## src/rtl/multicycle_ctrl_if.sv

```systemverilog
// Control bundle between the multicycle control FSM and the LEGv8 datapath.
// The master side is the controller; the slave side is the datapath/memory.
interface multicycle_ctrl_if;
    logic [10:0] opcode;
    logic        zero;
    logic        mem_ready;
    logic        mem_req;
    logic        mem_we;
    logic        IorD;
    logic        IRWrite;
    logic        PCWrite;
    logic        PCSrc;
    logic        ALUSrcA;
    logic [1:0]  ALUSrcB;
    logic [1:0]  ALUOp;
    logic        Reg2Loc;
    logic        RegWrite;
    logic        MemtoReg;
    logic        retire;
    logic        error;
    logic [3:0]  state;

    modport master (
        input  opcode, zero, mem_ready,
        output mem_req, mem_we, IorD, IRWrite, PCWrite, PCSrc, ALUSrcA, ALUSrcB,
               ALUOp, Reg2Loc, RegWrite, MemtoReg, retire, error, state
    );

    modport slave (
        output opcode, zero, mem_ready,
        input  mem_req, mem_we, IorD, IRWrite, PCWrite, PCSrc, ALUSrcA, ALUSrcB,
               ALUOp, Reg2Loc, RegWrite, MemtoReg, retire, error, state
    );
endinterface

```

## src/rtl/multicycle_ctrl.sv

```systemverilog
// Main control FSM of the multicycle LEGv8 core. It sequences the shared
// instruction/data memory, ALU, register file and PC through
// fetch/decode/execute/memory/writeback. Memory accesses use a
// mem_req/mem_ready handshake guarded by a wait-cycle timeout.
module multicycle_ctrl #(
    parameter int MEM_TIMEOUT = 15,
    parameter int CNT_W       = 8
) (
    input  logic              CLK,
    input  logic              reset,
    multicycle_ctrl_if.master bus
);

    typedef enum logic [3:0] {
        IDLE   = 4'd0,
        FETCH  = 4'd1,
        DECODE = 4'd2,
        EXEC_R = 4'd3,
        ADDR   = 4'd4,
        MEM_RD = 4'd5,
        MEM_WR = 4'd6,
        WB_MEM = 4'd7,
        WB_ALU = 4'd8,
        BRANCH = 4'd9,
        JUMP   = 4'd10,
        EXEC_I = 4'd11,
        ERROR  = 4'd15
    } state_t;

    // Outputs that depend on state alone.
    typedef struct packed {
        logic       mem_req;
        logic       mem_we;
        logic       IorD;
        logic       PCSrc;
        logic       ALUSrcA;
        logic [1:0] ALUSrcB;
        logic [1:0] ALUOp;
        logic       Reg2Loc;
        logic       RegWrite;
        logic       MemtoReg;
        logic       error;
    } moore_t;

    localparam logic [10:0] OP_LDUR = 11'b11111000010;
    localparam logic [10:0] OP_STUR = 11'b11111000000;

    state_t           state_q, state_d;
    logic [CNT_W-1:0] cnt_q, cnt_d;
    moore_t           mq;

    // State-only control decode; anything not set here stays 0.
    function automatic moore_t decode(input state_t s);
        moore_t m;
        m = '0;
        case (s)
            FETCH:  begin m.mem_req = 1'b1; m.ALUSrcB = 2'b01; end
            DECODE: begin m.ALUSrcB = 2'b11; m.Reg2Loc = 1'b1; end
            EXEC_R: begin m.ALUSrcA = 1'b1; m.ALUOp = 2'b10; end
            EXEC_I: begin m.ALUSrcB = 2'b10; m.ALUOp = 2'b11; end
            ADDR:   begin m.ALUSrcA = 1'b1; m.ALUSrcB = 2'b10; m.Reg2Loc = 1'b1; end
            MEM_RD: begin m.mem_req = 1'b1; m.IorD = 1'b1; end
            MEM_WR: begin m.mem_req = 1'b1; m.mem_we = 1'b1; m.IorD = 1'b1; m.Reg2Loc = 1'b1; end
            WB_MEM: begin m.RegWrite = 1'b1; m.MemtoReg = 1'b1; end
            WB_ALU: begin m.RegWrite = 1'b1; end
            BRANCH: begin m.ALUSrcA = 1'b1; m.ALUOp = 2'b01; m.Reg2Loc = 1'b1; m.PCSrc = 1'b1; end
            JUMP:   begin m.PCSrc = 1'b1; end
            ERROR:  begin m.error = 1'b1; end
            default: m = '0;
        endcase
        return m;
    endfunction

    // Next-state and wait-counter logic.
    always_comb begin
        // NOTE: every variable gets a default first so no path leaves it unassigned (no latch).
        state_d = state_q;
        cnt_d   = cnt_q;
        case (state_q)
            IDLE: state_d = FETCH;
            FETCH, MEM_RD, MEM_WR: begin
                if (bus.mem_ready) begin
                    // A response on the limit cycle still counts as a normal completion.
                    case (state_q)
                        FETCH:   state_d = DECODE;
                        MEM_RD:  state_d = WB_MEM;
                        default: state_d = FETCH;
                    endcase
                end else if (cnt_q == CNT_W'(MEM_TIMEOUT - 1)) begin
                    state_d = ERROR;
                end else begin
                    cnt_d = cnt_q + 1'b1;
                end
            end
            DECODE: begin
                casez (bus.opcode)
                    11'b10001011000, 11'b11001011000,
                    11'b10001010000, 11'b10101010000: state_d = EXEC_R;
                    11'b11111000010, 11'b11111000000: state_d = ADDR;
                    11'b10110100???:                  state_d = BRANCH;
                    11'b000101?????:                  state_d = JUMP;
                    11'b110100101??:                  state_d = EXEC_I;
                    default:                          state_d = ERROR;
                endcase
            end
            EXEC_R, EXEC_I: state_d = WB_ALU;
            ADDR: begin
                if (bus.opcode == OP_LDUR)      state_d = MEM_RD;
                else if (bus.opcode == OP_STUR) state_d = MEM_WR;
                else                            state_d = ERROR;
            end
            WB_MEM, WB_ALU, BRANCH, JUMP: state_d = FETCH;
            ERROR:   state_d = ERROR;
            default: state_d = ERROR;
        endcase
        // The wait count restarts whenever a memory-waiting state is newly entered.
        if (state_d != state_q &&
            (state_d == FETCH || state_d == MEM_RD || state_d == MEM_WR)) begin
            cnt_d = '0;
        end
    end

    // State, wait counter and registered Moore outputs.
    always_ff @(posedge CLK or posedge reset) begin
        // NOTE: sequential state uses non-blocking assignments so every register samples pre-edge values.
        if (reset) begin
            state_q <= IDLE;
            cnt_q   <= '0;
            mq      <= '0;
        end else begin
            state_q <= state_d;
            cnt_q   <= cnt_d;
            // NOTE: decoding the next state here gives glitch-free outputs that still line up with state_q.
            mq      <= decode(state_d);
        end
    end

    // Strobes that also depend on this cycle's inputs.
    assign bus.IRWrite = (state_q == FETCH) && bus.mem_ready;
    assign bus.PCWrite = ((state_q == FETCH) && bus.mem_ready) ||
                         ((state_q == BRANCH) && bus.zero) ||
                         (state_q == JUMP);
    assign bus.retire  = (state_q == WB_MEM) || (state_q == WB_ALU) ||
                         (state_q == BRANCH) || (state_q == JUMP) ||
                         ((state_q == MEM_WR) && bus.mem_ready);

    assign bus.mem_req  = mq.mem_req;
    assign bus.mem_we   = mq.mem_we;
    assign bus.IorD     = mq.IorD;
    assign bus.PCSrc    = mq.PCSrc;
    assign bus.ALUSrcA  = mq.ALUSrcA;
    assign bus.ALUSrcB  = mq.ALUSrcB;
    assign bus.ALUOp    = mq.ALUOp;
    assign bus.Reg2Loc  = mq.Reg2Loc;
    assign bus.RegWrite = mq.RegWrite;
    assign bus.MemtoReg = mq.MemtoReg;
    assign bus.error    = mq.error;
    assign bus.state    = state_q;

endmodule

```

## src/flat_wrapper.sv

```systemverilog
// flat-port wrapper written by rule: the top's interface ports become plain ports
module multicycle_ctrl_flat 
#(
    parameter int MEM_TIMEOUT = 15,
    parameter int CNT_W       = 8
)
  (CLK, reset, bus_opcode, bus_zero, bus_mem_ready, bus_mem_req, bus_mem_we, bus_IorD, bus_IRWrite, bus_PCWrite, bus_PCSrc, bus_ALUSrcA, bus_ALUSrcB, bus_ALUOp, bus_Reg2Loc, bus_RegWrite, bus_MemtoReg, bus_retire, bus_error, bus_state);
  multicycle_ctrl_if bus_i ();
  input  logic CLK;
  input  logic reset;
  input wire logic [$bits(bus_i.opcode)-1:0] bus_opcode;
  input wire logic [$bits(bus_i.zero)-1:0] bus_zero;
  input wire logic [$bits(bus_i.mem_ready)-1:0] bus_mem_ready;
  output wire logic [$bits(bus_i.mem_req)-1:0] bus_mem_req;
  output wire logic [$bits(bus_i.mem_we)-1:0] bus_mem_we;
  output wire logic [$bits(bus_i.IorD)-1:0] bus_IorD;
  output wire logic [$bits(bus_i.IRWrite)-1:0] bus_IRWrite;
  output wire logic [$bits(bus_i.PCWrite)-1:0] bus_PCWrite;
  output wire logic [$bits(bus_i.PCSrc)-1:0] bus_PCSrc;
  output wire logic [$bits(bus_i.ALUSrcA)-1:0] bus_ALUSrcA;
  output wire logic [$bits(bus_i.ALUSrcB)-1:0] bus_ALUSrcB;
  output wire logic [$bits(bus_i.ALUOp)-1:0] bus_ALUOp;
  output wire logic [$bits(bus_i.Reg2Loc)-1:0] bus_Reg2Loc;
  output wire logic [$bits(bus_i.RegWrite)-1:0] bus_RegWrite;
  output wire logic [$bits(bus_i.MemtoReg)-1:0] bus_MemtoReg;
  output wire logic [$bits(bus_i.retire)-1:0] bus_retire;
  output wire logic [$bits(bus_i.error)-1:0] bus_error;
  output wire logic [$bits(bus_i.state)-1:0] bus_state;
  assign bus_i.opcode = bus_opcode;
  assign bus_i.zero = bus_zero;
  assign bus_i.mem_ready = bus_mem_ready;
  assign bus_mem_req = bus_i.mem_req;
  assign bus_mem_we = bus_i.mem_we;
  assign bus_IorD = bus_i.IorD;
  assign bus_IRWrite = bus_i.IRWrite;
  assign bus_PCWrite = bus_i.PCWrite;
  assign bus_PCSrc = bus_i.PCSrc;
  assign bus_ALUSrcA = bus_i.ALUSrcA;
  assign bus_ALUSrcB = bus_i.ALUSrcB;
  assign bus_ALUOp = bus_i.ALUOp;
  assign bus_Reg2Loc = bus_i.Reg2Loc;
  assign bus_RegWrite = bus_i.RegWrite;
  assign bus_MemtoReg = bus_i.MemtoReg;
  assign bus_retire = bus_i.retire;
  assign bus_error = bus_i.error;
  assign bus_state = bus_i.state;
  multicycle_ctrl #(.MEM_TIMEOUT(MEM_TIMEOUT), .CNT_W(CNT_W)) u_core (.CLK(CLK), .reset(reset), .bus(bus_i));
endmodule
```

## config.mk

```make
export PLATFORM = sky130hd
export DESIGN_NAME = multicycle_ctrl_flat
export DESIGN_NICKNAME = d
export VERILOG_FILES = /design/src/rtl/multicycle_ctrl_if.sv /design/src/rtl/multicycle_ctrl.sv /design/src/flat_wrapper.sv
export SDC_FILE = /design/constraint.sdc
export NUM_CORES = 1
export LEC_CHECK = 0
export BUFFER_PORTS_ARGS = -buffer_cell sky130_fd_sc_hd__buf_2
export CELL_PAD_IN_SITES_DETAIL_PLACEMENT = 0
export CELL_PAD_IN_SITES_GLOBAL_PLACEMENT = 1
export CORE_MARGIN = 3
export CORE_UTILIZATION = 41
export DETAILED_ROUTE_END_ITERATION = 10
export HOLD_SLACK_MARGIN = 0.1
export PLACE_DENSITY = 0.85
export SYNTH_ARGS = -nofsm -noshare
export SYNTH_HDL_FRONTEND = slang
export SYNTH_SLANG_ARGS = --single-unit
```

## constraint.sdc

```tcl
create_clock -name CLK -period 2.8 [get_ports CLK]
set_input_delay 0.7 -clock CLK [delete_from_list [all_inputs] [get_ports CLK]]
set_output_delay 0.7 -clock CLK [all_outputs]
set_load 0.05 [all_outputs]
```

==> flow_summary_export.csv, run 1 <==
group,metric,value,unit
outcome,status,"complete, no violations",
clock_tree,cts_tree,"done",
cells_and_area,design_area,1908,sq um
die,die_h,67.34,um
min_path,hold_class,"in -> async",
power_and_ir_drop,leakagePower,0.0009299,uW
die,initial_core_util,44.48,%
timing,finalCritPeriodShare,91.67,%
drt,drtAntennaViolNets,0,
drt,viasPerCell,5.409,
place,dpl_cell_area,1854,sq um
setup_path,critPathMaxFanout,5,
setup_path,timing.rr.end,"u_core.cnt_q[0]",
power_and_ir_drop,intPower,1153,uW
die,rows,21,
logic_synthesis,synth-main-ff-cell,"dfrtp_1",
power_and_ir_drop,pwr-share-clk,9.3,%
setup_path,critPathMaxStageDelay,0.42,ns
drt,drc,0,
clock_tree,cts.path.max_buffers,2,
die,die-area,4535,sq um
logic_synthesis,syn-cell-area,1543,sq um
logic_synthesis,synth_top_family_by_area,"simple AND/OR/NAND/NOR gates",
drt,drtPass1Iterations,4,
logic_synthesis,synthSimpleGateAreaFrac,29.93,%
cells_and_area,layout.nets,224,
timing,worstMarginPinSlew,0.5745,ns
setup_path,r2r-start,"u_core.cnt_q[0]",
global_routing,grt_pass1_wl,5796,um
cells_and_area,stdcell_count,252,
setup_path,crit_slowest_cell,"a2111o_1",
global_routing,antenna_found_initial,0,
clock_tree,cts_setup_buffers,0,
power_and_ir_drop,netSwitchingFraction,49.67,%
cells_and_area,area_growth,23.68,%
timing,maxSlewHeadroom,61.16,%
logic_synthesis,synthesis.nets,173,
timing,rsz0062_at_grt,"no",
logic_synthesis,ys_types,51,
place,place_ws,-0.07142,ns
logic_synthesis,synth-seq-cells,25,
cells_and_area,multiInputGateArea,835.8,sq um
drt,drt-total-wl,3453,um
drt,vias,1363,
global_routing,grt_usage,16.57,%
die,core-area,3468,sq um
logic_synthesis,synth_fa_ha_area_share,1.622,%
setup_path,crit_required,2.98,ns
setup_path,r2r_cells,10,
timing,final_hold_viol_count,0,
timing,setup_slack,0.2333,ns
clock_tree,numCtsBuffers,3,
timing,fin_worst_skew,0.009502,ns
cells_and_area,regArea,626.9,sq um
timing,slew_violations,0,
drt,drt-initial-drc-count,66,
cells_and_area,drive_gt1_share,33.98,%
power_and_ir_drop,ir_worst_vdd,657.6,uV
timing,setup_violations,0,
logic_synthesis,synthCells,156,
drt,dr_wl_met2,1839,um
die,die_w,67.34,um
timing,hold_slack,0.4202,ns
cells_and_area,num-fill-cells,304,
logic_synthesis,async_flop_share,100.0,%
die,ios,35,
logic_synthesis,synth_edf_count,0,
setup_path,crit_path_end_kind,"flip-flop",
setup_path,crit_type,"reg -> reg",
place,io_buffers,34,
setup_path,worst_ep_arrival_time,2.75,ns
cells_and_area,n_antenna_cell,0,
logic_synthesis,synth_compound_area_share,14.52,%
global_routing,grt_pass1_vias,1354,
setup_path,path_cells,"inv_1, ha_1, nand4b_1, nor2_1, a211o_1, a2111o_1, xor2_1, or3_4, buf_4, a21oi_1",
power_and_ir_drop,p_comb_share,65.6,%
timing,max_freq,389.6,MHz
power_and_ir_drop,pwr-share-seq,25.1,%
place,dp_hpwl,2725,um
logic_synthesis,ys.warnings.count,0,
timing,min_period,2.567,ns
power_and_ir_drop,powerDensity,1200,nW/um^2
clock_tree,insertion_delay,0.27,ns
power_and_ir_drop,p_sw,1137,uW
clock_tree,clkSlewWorstSetupHoldPaths,0.09,ns
setup_path,rrSetupSlack,0.23,ns
place,dp_cells,248,
setup_path,start_kind,"flip-flop",
logic_synthesis,synth.area.mux_share,2.676,%
logic_synthesis,avgSynthCellArea,9.889,sq um
drt,wl_met1,1434,um
cells_and_area,post-route-util,55.01,%
flow_run,cap_viol_max_count,0,
clock_tree,htree_levels,1,
global_routing,grt_start_max_net_pins,16,
clock_tree,clkSinkCount,25,
logic_synthesis,synth-xor-area-share,5.109,%
drt,wire_per_inst,13.70,um
clock_tree,cts-root-buf,"clkbuf_8",
drt,dr_wl_met3,164,um
logic_synthesis,ys_seq_area_share,40.55,%
global_routing,overflow,0,
place,routabilityCongestion,0.8480,
drt,routed.top_layer,"met4",
[cell usage in the layout, fill, tap and decap left out, types with 4 or more instances in the layout]
master,instances
nand2_1,10
buf_4,19
nor2b_1,4
and3_1,4
xor2_1,5
dfrtp_1,24
a21oi_1,7
buf_2,34
nor2_1,10
xnor2_1,4
nand2b_1,6
inv_1,7
o21ai_0,7
[stage by stage]
step	TNS (ns)	power [uW]
floorplan	0	1672
global placement	0	2060
detailed placement	-0.2202	2076
CTS	0	2297
global route	0	2473
finish	0	2290
[power by group through the flow]
stage	combinational [uW]	sequential, uW	clock [uW]
finish	1500	575	212
global route	1640	591	238
CTS	1500	578	220
detailed placement	1490	586	0
global placement	1480	580	0
floorplan	835	837	0
[worst max-delay path: cells and delay by family, from the launching register on]
kind / cells / cell delay, ns
buffers and inverters: 2 / 0.22
xor gates and xnor gates: 1 / 0.16
DFF: 1 / 0.41
and+or+nand+nor: 3 / 0.66
adders and majority gates: 1 / 0.19
AOI/OAI and AO/OA: 3 / 0.86
[repair_timing]
action                     4_1_cts  5_1_grt
setup endpoints to repair        0        4
resized for setup                0        1
hold buffers                     0        0
[flip-flops by register name, indices dropped and copies added (netlist names)]
signal and cells:
u_core.cnt_q 8, u_core.bus.state 4, u_core.bus.ALUOp 2, u_core.bus.ALUSrcB 2, u_core.bus.ALUSrcA 1, u_core.bus.IorD 1, u_core.bus.MemtoReg 1, u_core.bus.PCSrc 1
u_core.bus.Reg2Loc 1, u_core.bus.RegWrite 1, u_core.bus.error 1, u_core.bus.mem_req 1, u_core.bus.mem_we 1
[final cells by class]
| cell class | instances | area share, % |
|---|---|---|
| multi-input combinational | 117 | 43.80 |
| sequential | 25 | 32.85 |
| timing repair buffer | 53 | 16.39 |
| tap | 46 | 3.016 |
| clock buffer | 3 | 2.164 |
| inverter | 7 | 1.377 |
| clock inverter | 1 | 0.3934 |
[cells in the mapped netlist, types with 2 or more instances]
cell type | instances | area (sq um)
nor4_1 | 2 | 12.51
mux2i_1 | 3 | 30.03
o21ai_0 | 7 | 35.03
a22oi_1 | 2 | 15.01
a21oi_1 | 7 | 35.03
ha_1 | 2 | 25.02
or3_1 | 4 | 25.02
nand2_1 | 10 | 37.54
and2_1 | 3 | 18.77
o22ai_1 | 2 | 12.51
nor2b_1 | 4 | 25.02
a221oi_2 | 2 | 30.03
nand3_1 | 3 | 15.01
nand2b_1 | 6 | 37.54
nor3b_1 | 3 | 22.52
buf_4 | 3 | 22.52
nor2_1 | 10 | 37.54
nand4_1 | 3 | 18.77
and4bb_2 | 3 | 37.54
a2111o_1 | 2 | 22.52
xor2_1 | 5 | 43.79
xnor2_1 | 4 | 35.03
or2b_1 | 2 | 15.01
dfrtp_1 | 25 | 625.6
and3_1 | 4 | 25.02
inv_1 | 7 | 26.28
nor3_1 | 2 | 10.01
buf_6 | 3 | 33.78
[cells by family (layout without fill, tap and decap cells)]
| group | count (synthesis) | in the layout |
|---|---|---|
| AND/OR/NAND/NOR | 71 | 71 |
| adder cells (fa/ha/maj) | 2 | 2 |
| AO/OA/AOI/OAI | 31 | 31 |
| buffers and inverters | 14 | 64 |
| multiplexers | 4 | 4 |
| XOR/XNOR | 9 | 9 |
| flip-flops | 25 | 25 |
[per-layer routing]
layer  GRT usage, %  vias to the layer above
met5              0                        -
met4          3.544                        0
met3          3.993                        4
met2          32.15                       36
met1          17.95                      658
li1               -                      665
[worst max path at each step]
| stage | start | end | slack, ns | depth (start not counted) |
|---|---|---|---|---|
| floorplan | u_core.bus.state[3] | u_core.cnt_q[1] | 0.003 | 10 |
| global placement | bus_opcode[5] | u_core.cnt_q[7] | 0.003 | 9 |
| detailed placement | bus_opcode[3] | u_core.cnt_q[0] | -0.07 | 9 |
| CTS | u_core.cnt_q[0] | u_core.cnt_q[0] | 0.14 | 10 |
| global route | u_core.cnt_q[0] | u_core.cnt_q[5] | 0.06 | 10 |
| finish | u_core.cnt_q[0] | u_core.cnt_q[0] | 0.23 | 10 |
(Power assumes the default switching activity.)
==> run 2: changes to the inputs <==
--- a/config.mk
+++ b/config.mk
@@ -5,14 +5,15 @@
 export SDC_FILE = /design/constraint.sdc
 export NUM_CORES = 1
 export LEC_CHECK = 0
+export ABC_AREA = 1
 export BUFFER_PORTS_ARGS = -buffer_cell sky130_fd_sc_hd__buf_2
 export CELL_PAD_IN_SITES_DETAIL_PLACEMENT = 0
 export CELL_PAD_IN_SITES_GLOBAL_PLACEMENT = 1
 export CORE_MARGIN = 3
-export CORE_UTILIZATION = 41
+export CORE_UTILIZATION = 38
 export DETAILED_ROUTE_END_ITERATION = 10
 export HOLD_SLACK_MARGIN = 0.1
-export PLACE_DENSITY = 0.85
+export PLACE_DENSITY = 0.84
 export SYNTH_ARGS = -nofsm -noshare
 export SYNTH_HDL_FRONTEND = slang
 export SYNTH_SLANG_ARGS = --single-unit
==> flow_summary_export.csv, run 2 <==
group,metric,value,unit
power_and_ir_drop,pwr-share-seq,58.9,%
logic_synthesis,ys_types,27,
power_and_ir_drop,ir_worst_vdd,137.2,uV
logic_synthesis,synth_edf_count,0,
timing,slew_violations,0,
cells_and_area,area_growth,16.75,%
logic_synthesis,yosys.area.top_type,"dfrtp_1",
setup_path,start_kind,"flip-flop",
global_routing,grt_start_max_net_pins,26,
clock_tree,insertion_delay,0.27,ns
drt,drtPass1Iterations,4,
timing,finalCritPeriodShare,83.18,%
drt,dr_wl_met2,1674,um
power_and_ir_drop,p_sw,138.1,uW
die,die_w,72.50,um
logic_synthesis,synth-seq-cells,25,
logic_synthesis,ys_seq_area_share,37.23,%
drt,viasPerCell,4.782,
power_and_ir_drop,powerDensity,312.2,nW/um^2
clock_tree,htree_levels,1,
global_routing,grt_pass1_vias,1435,
setup_path,r2r_cells,14,
clock_tree,cts-root-buf,"clkbuf_8",
timing,max_freq,429.4,MHz
clock_tree,cts.path.max_buffers,2,
clock_tree,cts_tree,"done",
drt,routed.top_layer,"met4",
power_and_ir_drop,p_comb_share,6.2,%
cells_and_area,mostFrequentLayoutCell,"nand2_1",
timing,maxSlewHeadroom,41.29,%
outcome,status,"complete, no violations",
timing,worstMarginPinSlew,0.8796,ns
global_routing,grt_usage,14.85,%
drt,drtAntennaViolNets,0,
cells_and_area,n_antenna_cell,0,
cells_and_area,num-fill-cells,437,
cells_and_area,drive_gt1_share,25.00,%
setup_path,r2r-start,"u_core.bus.state[3]",
setup_path,timing.critical_path.to,"bus_PCWrite",
clock_tree,clkSinkCount,25,
die,ios,35,
clock_tree,numCtsBuffers,3,
setup_path,setup.worst_path.start,"u_core.bus.state[3]",
cells_and_area,largest_reg_flops,8,
logic_synthesis,ys.warnings.count,0,
place,routabilityCongestion,0.8784,
die,die-area,5256,sq um
setup_path,crit_required,2.10,ns
global_routing,overflow,0,
power_and_ir_drop,netSwitchingFraction,22.54,%
power_and_ir_drop,power.total,612.5,uW
logic_synthesis,synth.most_common_cell,"nand2_1",
timing,rsz0062_at_grt,"no",
logic_synthesis,synth_common_cells,"nand2_1, nor2_1, inv_1",
logic_synthesis,synthesis.nets,255,
logic_synthesis,synthTopCellsByArea,"dfrtp_1, nand2_1, nor2_1, inv_1, nand3_1",
cells_and_area,top_register,"u_core.cnt_q",
place,io_buffers,34,
clock_tree,clkSlewWorstSetupHoldPaths,0.09,ns
power_and_ir_drop,leakagePower,0.001084,uW
place,dp_hpwl,2844,um
setup_path,timing.rr.end,"u_core.cnt_q[4]",
timing,fin_worst_skew,0.005540,ns
clock_tree,cts_resized,0,
setup_path,worst_ep_arrival_time,1.63,ns
min_path,hold_class,"reg -> reg",
setup_path,crit_path_end_kind,"output port",
drt,wire_per_inst,10.69,um
cells_and_area,design_area,1962,sq um
clock_tree,cts_setup_buffers,0,
global_routing,antenna_found_initial,0,
setup_path,critPathMaxFanout,5,
drt,dr_wl_met3,187,um
timing,setup_violations,0,
place,dpl_cell_area,1913,sq um
timing,min_period,2.329,ns
global_routing,grt_pass1_wl,6265,um
drt,vias,1559,
timing,final_hold_viol_count,0,
flow_run,cap_viol_max_count,0,
cells_and_area,layout.nets,294,
drt,drt-initial-drc-count,66,
logic_synthesis,synthCells,238,
die,core-area,4144,sq um
logic_synthesis,synth-main-ff-cell,"dfrtp_1",
logic_synthesis,synth_top_area_share,37.23,%
logic_synthesis,avgSynthCellArea,7.060,sq um
timing,finalSetupTns,0,ns
setup_path,rrSetupSlack,0.71,ns
die,initial_core_util,40.55,%
power_and_ir_drop,intPower,474.4,uW
power_and_ir_drop,pwr-share-clk,34.9,%
logic_synthesis,syn-cell-area,1680,sq um
cells_and_area,final_cell_mix,"nand2_1, buf_2, nor2_1",
setup_path,crit_type,"reg -> out",
die,rows,23,
clock_tree,hold_buffers,0,
drt,drt-total-wl,3486,um
die,die_h,72.50,um
drt,wl_met1,1590,um
logic_synthesis,async_flop_share,100.0,%
drt,drc,0,
==> run 2: cell types whose count changed after synthesis, moves of 4 or more <==
cell      previous run  this run
nand2_1             10        61
inv_1                7        30
nor2_1              10        32
nand3_1              3        22
inv_2                0         9
nor2_2               0         8
nand2b_1             6         0
o21ai_0              7         2
nand2_2              0         4
nand4_1              3         7
nor2b_1              4         0
or3_1                4         0
==> run 2: routing by layer <==
layer | vias up | GRT usage [%]
li1 | 822 | -
met1 | 697 | 18.92
met2 | 35 | 26.29
met3 | 5 | 2.632
met4 | 0 | 3.074
met5 | - | 0
==> run 2: how the worst min path moves through the flow <==
stage	from	end	slack, ns	cells after the start
2_1_floorplan	u_core.cnt_q[1]	u_core.cnt_q[1]	0.53	2
3_3_place_gp	u_core.cnt_q[7]	u_core.cnt_q[7]	0.56	2
3_5_place_dp	u_core.cnt_q[3]	u_core.cnt_q[3]	0.56	2
4_1_cts	u_core.cnt_q[3]	u_core.cnt_q[3]	0.58	2
5_1_grt	u_core.cnt_q[7]	u_core.cnt_q[7]	0.62	2
6_report	u_core.cnt_q[3]	u_core.cnt_q[3]	0.57	2
==> run 2: final cells by class <==
type	count	area, sq um	area share [%]
tap	50	62.56	3.189
timing repair buffer	34	170.2	8.673
clock inverter	1	7.507	0.3827
inverter	39	146.4	7.462
clock buffer	3	41.29	2.105
multi-input combinational	174	908.4	46.30
sequential	25	625.6	31.89
==> run 2: critical path, cell delays in order, from the launching register on <==
cell and delay [ns]:
dfrtp_1 0.44, nor2_1 0.23, inv_1 0.06, nor2_1 0.09, nand2_1 0.16, nand3_1 0.11, buf_2 0.26
==> run 2: power groups by stage <==
stage	registers, uW	logic [uW]	clock network (uW)
after CTS	361	39.1	220
after floorplan	368	19.8	0
after detailed placement	368	38.9	0
final	361	38.2	214
after global placement	368	38.9	0
after global routing	361	45.2	233
==> run 2: per-stage QoR <==
stage	std cells	utilization (%)	setup WS, ns	hold WS (ns)
after floorplan	238	-	0.2605	0.5268
after global placement	322	46.17	0.4620	0.5592
after detailed placement	322	46.17	0.4305	0.5572
after CTS	326	47.34	0.4472	0.5761
after global routing	326	47.34	0.2966	0.6243
final	326	47.34	0.4710	0.5721
==> run 2: cell families after synthesis <==
family                     after synthesis  share of synthesized area, %
buffers and inverters                   39                         8.712
and+or+nand+nor                        150                         44.16
xor gates and xnor gates                 7                         3.649
DFF                                     25                         37.23
adders and majority gates                2                         1.489
AOI/OAI and AO/OA                       15                         4.766
